===== config.mk =====
export PLATFORM = sky130hd
export DESIGN_NAME = bin_to_bcd_seq
export DESIGN_NICKNAME = d
export VERILOG_FILES = /design/src/rtl/calc_pkg.sv /design/src/rtl/bcd_add3.sv /design/src/rtl/bin_to_bcd_seq.sv
export SDC_FILE = /design/constraint.sdc
export NUM_CORES = 1
export LEC_CHECK = 0
export BUFFER_PORTS_ARGS = -buffer_cell sky130_fd_sc_hd__buf_2
export CORE_MARGIN = 4
export CORE_UTILIZATION = 49
export CTS_BUF_LIST = sky130_fd_sc_hd__clkbuf_4 sky130_fd_sc_hd__clkbuf_8 sky130_fd_sc_hd__clkbuf_16
export CTS_CLUSTER_DIAMETER = 150
export DETAILED_ROUTE_END_ITERATION = 10
export PLACE_DENSITY = 0.7
export REMOVE_ABC_BUFFERS = 1
export SYNTH_ARGS = -nofsm -noshare
export SYNTH_HDL_FRONTEND = slang
export SYNTH_SLANG_ARGS = --single-unit

===== constraint.sdc =====
create_clock -name clk -period 3 [get_ports clk]
set_input_delay 0.45 -clock clk [delete_from_list [all_inputs] [get_ports clk]]
set_output_delay 0.45 -clock clk [all_outputs]
set_load 0.01 [all_outputs]

===== src/rtl/calc_pkg.sv =====
// Shared definitions for the arithmetic result path and its BCD conversion stage.
package calc_pkg;

  typedef enum logic [1:0] {
    IDLE  = 2'd0,
    SHIFT = 2'd1,
    DONE  = 2'd2
  } state_t;

  localparam int BCD_DIGIT_W     = 4;
  localparam int BCD_ADD3_THRESH = 5;

  // Result width of the nCr stage and the digit count needed to display it.
  localparam int CALC_BIN_W  = 12;
  localparam int CALC_DIGITS = 4;

endpackage


===== src/rtl/bcd_add3.sv =====
// Single-digit double-dabble correction: digits of 5 or more get +3 before the shift.
module bcd_add3
  import calc_pkg::*;
(
  input  logic [BCD_DIGIT_W-1:0] i_digit,
  output logic [BCD_DIGIT_W-1:0] o_digit
);

  assign o_digit = (i_digit >= BCD_DIGIT_W'(BCD_ADD3_THRESH))
                 ? i_digit + BCD_DIGIT_W'(3)
                 : i_digit;

endmodule


===== src/rtl/bin_to_bcd_seq.sv =====
// Sequential shift-and-add-3 binary-to-BCD converter with valid/ready on both sides.
// Optional leading-zero blanking mask on digit_blank when BCD_BLANK_EN is defined.
module bin_to_bcd_seq
  import calc_pkg::*;
#(
  parameter int BIN_W  = CALC_BIN_W,
  parameter int DIGITS = CALC_DIGITS
) (
  input  logic                          clk,
  input  logic                          rst_n,
  input  logic                          in_valid,
  output logic                          in_ready,
  input  logic [BIN_W-1:0]              bin_in,
  output logic                          out_valid,
  input  logic                          out_ready,
  output logic [BCD_DIGIT_W*DIGITS-1:0] bcd_out,
`ifdef BCD_BLANK_EN
  output logic [DIGITS-1:0]             digit_blank,
`endif
  output logic                          busy
);

  localparam int BCD_W = BCD_DIGIT_W * DIGITS;
  localparam int CNT_W = $clog2(BIN_W + 1);

  state_t             r_state;
  logic [BIN_W-1:0]   r_bin;
  logic [BCD_W-1:0]   r_bcd;
  logic [CNT_W-1:0]   r_cnt;

  logic [BCD_W-1:0]       w_bcd_corr;
  logic [BCD_W+BIN_W-1:0] w_shift;
  logic [BCD_W-1:0]       w_shift_bcd;
  logic [BIN_W-1:0]       w_shift_bin;

  // All digits are corrected in parallel from their pre-correction values.
  generate
    for (genvar gi = 0; gi < DIGITS; gi++) begin : g_add3
      bcd_add3 u_add3 (
        .i_digit (r_bcd[gi*BCD_DIGIT_W +: BCD_DIGIT_W]),
        .o_digit (w_bcd_corr[gi*BCD_DIGIT_W +: BCD_DIGIT_W])
      );
    end
  endgenerate

  // The bit leaving the top digit is dropped by the fixed-width shift.
  assign w_shift     = {w_bcd_corr, r_bin} << 1;
  assign w_shift_bcd = w_shift[BCD_W+BIN_W-1 -: BCD_W];
  assign w_shift_bin = w_shift[BIN_W-1:0];

`ifdef BCD_BLANK_EN
  logic [DIGITS-1:0] w_blank;

  // Scan from the most significant digit; digit 0 always stays visible.
  always_comb begin
    logic run_zero;
    w_blank  = '0;
    run_zero = 1'b1;
    for (int k = DIGITS - 1; k >= 1; k--) begin
      run_zero   = run_zero & (w_shift_bcd[k*BCD_DIGIT_W +: BCD_DIGIT_W] == '0);
      w_blank[k] = run_zero;
    end
  end
`endif

  always_ff @(posedge clk or negedge rst_n) begin
    if (!rst_n) begin
      r_state   <= IDLE;
      r_bin     <= '0;
      r_bcd     <= '0;
      r_cnt     <= '0;
      in_ready  <= 1'b1;
      out_valid <= 1'b0;
      busy      <= 1'b0;
      bcd_out   <= '0;
`ifdef BCD_BLANK_EN
      digit_blank <= '0;
`endif
    end else begin
      case (r_state)
        IDLE: begin
          if (in_valid) begin
            r_bin    <= bin_in;
            r_bcd    <= '0;
            r_cnt    <= CNT_W'(BIN_W);
            r_state  <= SHIFT;
            in_ready <= 1'b0;
            busy     <= 1'b1;
          end
        end

        SHIFT: begin
          r_bcd <= w_shift_bcd;
          r_bin <= w_shift_bin;
          r_cnt <= r_cnt - CNT_W'(1);
          if (r_cnt == CNT_W'(1)) begin
            r_state   <= DONE;
            busy      <= 1'b0;
            out_valid <= 1'b1;
            bcd_out   <= w_shift_bcd;
`ifdef BCD_BLANK_EN
            digit_blank <= w_blank;
`endif
          end
        end

        DONE: begin
          // A new request is not taken here; it waits for IDLE next cycle.
          if (out_ready) begin
            r_state   <= IDLE;
            out_valid <= 1'b0;
            in_ready  <= 1'b1;
          end
        end

        default: begin
          r_state   <= IDLE;
          in_ready  <= 1'b1;
          out_valid <= 1'b0;
          busy      <= 1'b0;
        end
      endcase
    end
  end

endmodule

==> reports/qor.tcl <==
set qor(power.share.combinational_pct) 40.8
set qor(layout.nets) 316
set qor(max_slew_margin_pct) 55.9
set qor(netlist_area_um2) 2540
set qor(setup_viol) 0
set qor(cts.hold.buffers_added) 0
set qor(die_x_um) 80.1
set qor(fmaxAchievable_mhz) 558
set qor(vias_in_the_first_global_route) 1850
set qor(htreeDepth) 2
set qor(report.final.slew_viol_count) 0
set qor(p_int_mw) 1.95
set qor(route.final.wire_length_um) 4690
set qor(floorplan.die.height_um) 80.1
set qor(yosysSeqAreaShare_pct) 52.2
set qor(rsz_0062_raised_after_global_routing) {no}
set qor(critical_path.max_fanout) 25
set qor(critical_path.startpoint_type) {register}
set qor(detailedRoute.firstIterationViolations) 107
set qor(grt_antenna_before_repair) 0
set qor(grt_first_pass_wirelength_um) 8250
set qor(synth_top_cells_by_area) {dfrtp_1 (51%), nand2_1 (6.5%), ha_1 (4.9%)}
set qor(drive_above_1_share_pct) 19.9
set qor(avgSynthCellArea_um2) 9.86
set qor(fp-row-count) 25
set qor(final_design_area_excluding_fillers_um2) 2890
set qor(clock_insertion_delay_worst_skew_ns) 0.30
set qor(path_class) {register to register}
set qor(flow.area_growth_from_synthesis_pct) 13.5
set qor(detailed_place_hpwl_um) 3190
set qor(synthDistinctLibCells) 29
set qor(worst_ep_arrival_time_ns) 1.98
set qor(grt_start_max_net_pins) 54
set qor(pin_count) 35
set qor(timing.final.crit_share_pct) 59.8
set qor(worst_pin_slew_ns) 0.662
set qor(cap_viol_max_count) 0
set qor(antenna_cells_inserted) 0
set qor(drc_errors) 0
set qor(buffer_depth_of_the_longest_clock_path) 2
set qor(root_buffer) {clkbuf_8}
set qor(tritoncts_clock_tree) {done}
set qor(worstSetupEndpointType) {register}
set qor(post_synth_inst_count) 258
set qor(required_ns) 3.19
set qor(yosys-top-cells-count) {dfrtp_1 (52), nand2_1 (44), o21ai_0 (25)}
set qor(post-synth-top-area-fraction_pct) 51.2
set qor(switching_power_mw) 1.17
set qor(place_area_um2) 2750
set qor(synthArstFlopShare_pct) 100
set qor(post_drt_via_cell_ratio) 5.27
set qor(final_antenna_net_count) 0
set qor(floorplan.die_area_um2) 6410
set qor(wl_per_cell_um) 13.1
set qor(cts.reportedPaths.clkPinSlew_ns) 0.09
set qor(vias) 1887
set qor(ctsResizeCount) 0
set qor(first_pass_iters) 4
set qor(report.final.hold_viol_count) 0
set qor(final.setup.tns_ns) 0
set qor(report.power.total_mw) 3.12
set qor(synth-main-ff-cell) {dfrtp_1}
set qor(run_status) {complete, no violations}
set qor(swShare_pct) 37.5
set qor(clock_buffer_count_from_cts) 5
set qor(post-route-min-period_ns) 1.79
set qor(yosys.cell_count.top_type) {dfrtp_1}
set qor(core_area_um2) 4880
set qor(irDropWorstVdd_mv) 0.446
set qor(synth_largest_area_cell) {dfrtp_1}
set qor(power_density_of_the_placed_cells_nw_per_um2) 1080
set qor(power_frac_clock_pct) 17.9
set qor(tritoncts_num_sinks) 53
set qor(fin_skew_ns) 0.00866
set qor(gp_congestion) 0.780
set qor(cellLeakagePower_nw) 1.39
set qor(final_core_utilization_pct) 59.2
set qor(global_route.usage.total_pct) 16.2
set qor(min_path_type) {input port to async pin}
set qor(synth_edf_count) 0
set qor(yosysWarningCount) 0
set qor(pwr-share-seq_pct) 41.3
set qor(ys_seq_elements) 53
set qor(numPortBuffers) 34
set qor(start_util_pct) 52.1
set qor(grt_remaining_overflow) 0
set qor(post_cts_buffers) 0
==> cells by family (layout without fill, tap and decap cells) <==
logic type / count (synthesis) / after routing / synth area share [%]
AND/OR/NAND/NOR: 93 / 93 / 17.3
AO/OA/AOI/OAI: 63 / 63 / 14.3
flip-flops: 53 / 53 / 52.2
buffers and inverters: 23 / 56 / 4.38
multiplexers: 12 / 12 / 5.56
adder cells (fa/ha/maj): 10 / 10 / 4.92
XOR/XNOR: 4 / 4 / 1.38
==> registers in the layout, indices dropped and copies added, names as in the netlist <==
| register | cells |
|---|---|
| bcd_out | 16 |
| out_valid | 1 |
| busy | 1 |
| r_bin | 12 |
| r_bcd | 16 |
| in_ready | 1 |
| r_state | 2 |
| r_cnt | 4 |
==> worst paths after layout <==
kind / from / endpoint / slack (ns) / cells after the start
setup reg to reg: r_state[0] / bcd_out[6] / 1.21 / 4
hold / removal: rst_n / bcd_out[11] / 0.26 / 2
hold reg to reg: bcd_out[15] / bcd_out[15] / 0.48 / 2
setup / recovery: r_state[0] / bcd_out[6] / 1.21 / 4
min in group clk: bin_in[1] / r_bin[1] / 0.39 / 3
max in group asynchronous: rst_n / r_bcd[6] / 2.30 / 2
==> per-layer routing <==
| metal | wire, um | vias to the layer above | track usage [%] |
|---|---|---|---|
| met1 | 2250 | 895 | 21.2 |
| li1 | - | 945 | - |
| met3 | 252 | 5 | 3.70 |
| met4 | 61 | 0 | 5.24 |
| met5 | 0 | - | 0 |
| met2 | 2120 | 42 | 26.6 |
==> critical path, stage by stage (launching register included) <==
cell     delay (ns)
dfrtp_1        0.50
nor2b_1        0.18
buf_4          0.20
nand2_2        0.40
mux2_2         0.40
==> power by group through the flow <==
stage	Combinational, mW	Clock, mW	Sequential [mW]
4_1_cts	1.29	0.572	1.29
3_5_place_dp	1.29	0	1.30
2_1_floorplan	0.889	0	1.30
3_3_place_gp	1.25	0	1.29
6_report	1.27	0.558	1.29
5_1_grt	1.47	0.605	1.34
==> stage by stage <==
step / hold slack, ns / instances / setup WS [ns]
finish: 0.256 / 358 / 1.21
global route: 0.321 / 358 / 1.08
CTS: 0.279 / 358 / 1.19
detailed placement: 0.465 / 350 / 1.21
global placement: 0.456 / 350 / 1.24
floorplan: 0.154 / 245 / 0.856
==> layout make-up <==
cell class                      instances  area, um2
Tap cell                               67       83.8
Clock buffer                            5       68.8
Inverter                               10       37.5
Multi-Input combinational cell        182       1100
Timing Repair Buffer                   38        200
Clock inverter                          3       65.1
Fill cell                             448       1990
Sequential cell                        53       1330
==> cells in the final DEF, fill, tap and decap left out, drive strengths merged, types with 2 or more instances in the layout <==
| cell type | instances |
|---|---|
| dfrtp | 52 |
| nand2 | 45 |
| buf | 38 |
| o21ai | 28 |
| nor2 | 17 |
| a21oi | 15 |
| a31oi | 11 |
| inv | 10 |
| ha | 10 |
| a22o | 8 |
| nor3b | 8 |
| mux2 | 8 |
| nand2b | 7 |
| nor3 | 7 |
| clkbuf | 5 |
| nand3 | 4 |
| mux2i | 4 |
| xnor2 | 4 |
| nor2b | 3 |
| nand3b | 2 |
| bufinv | 2 |
Power figures use the tool's default switching activity.
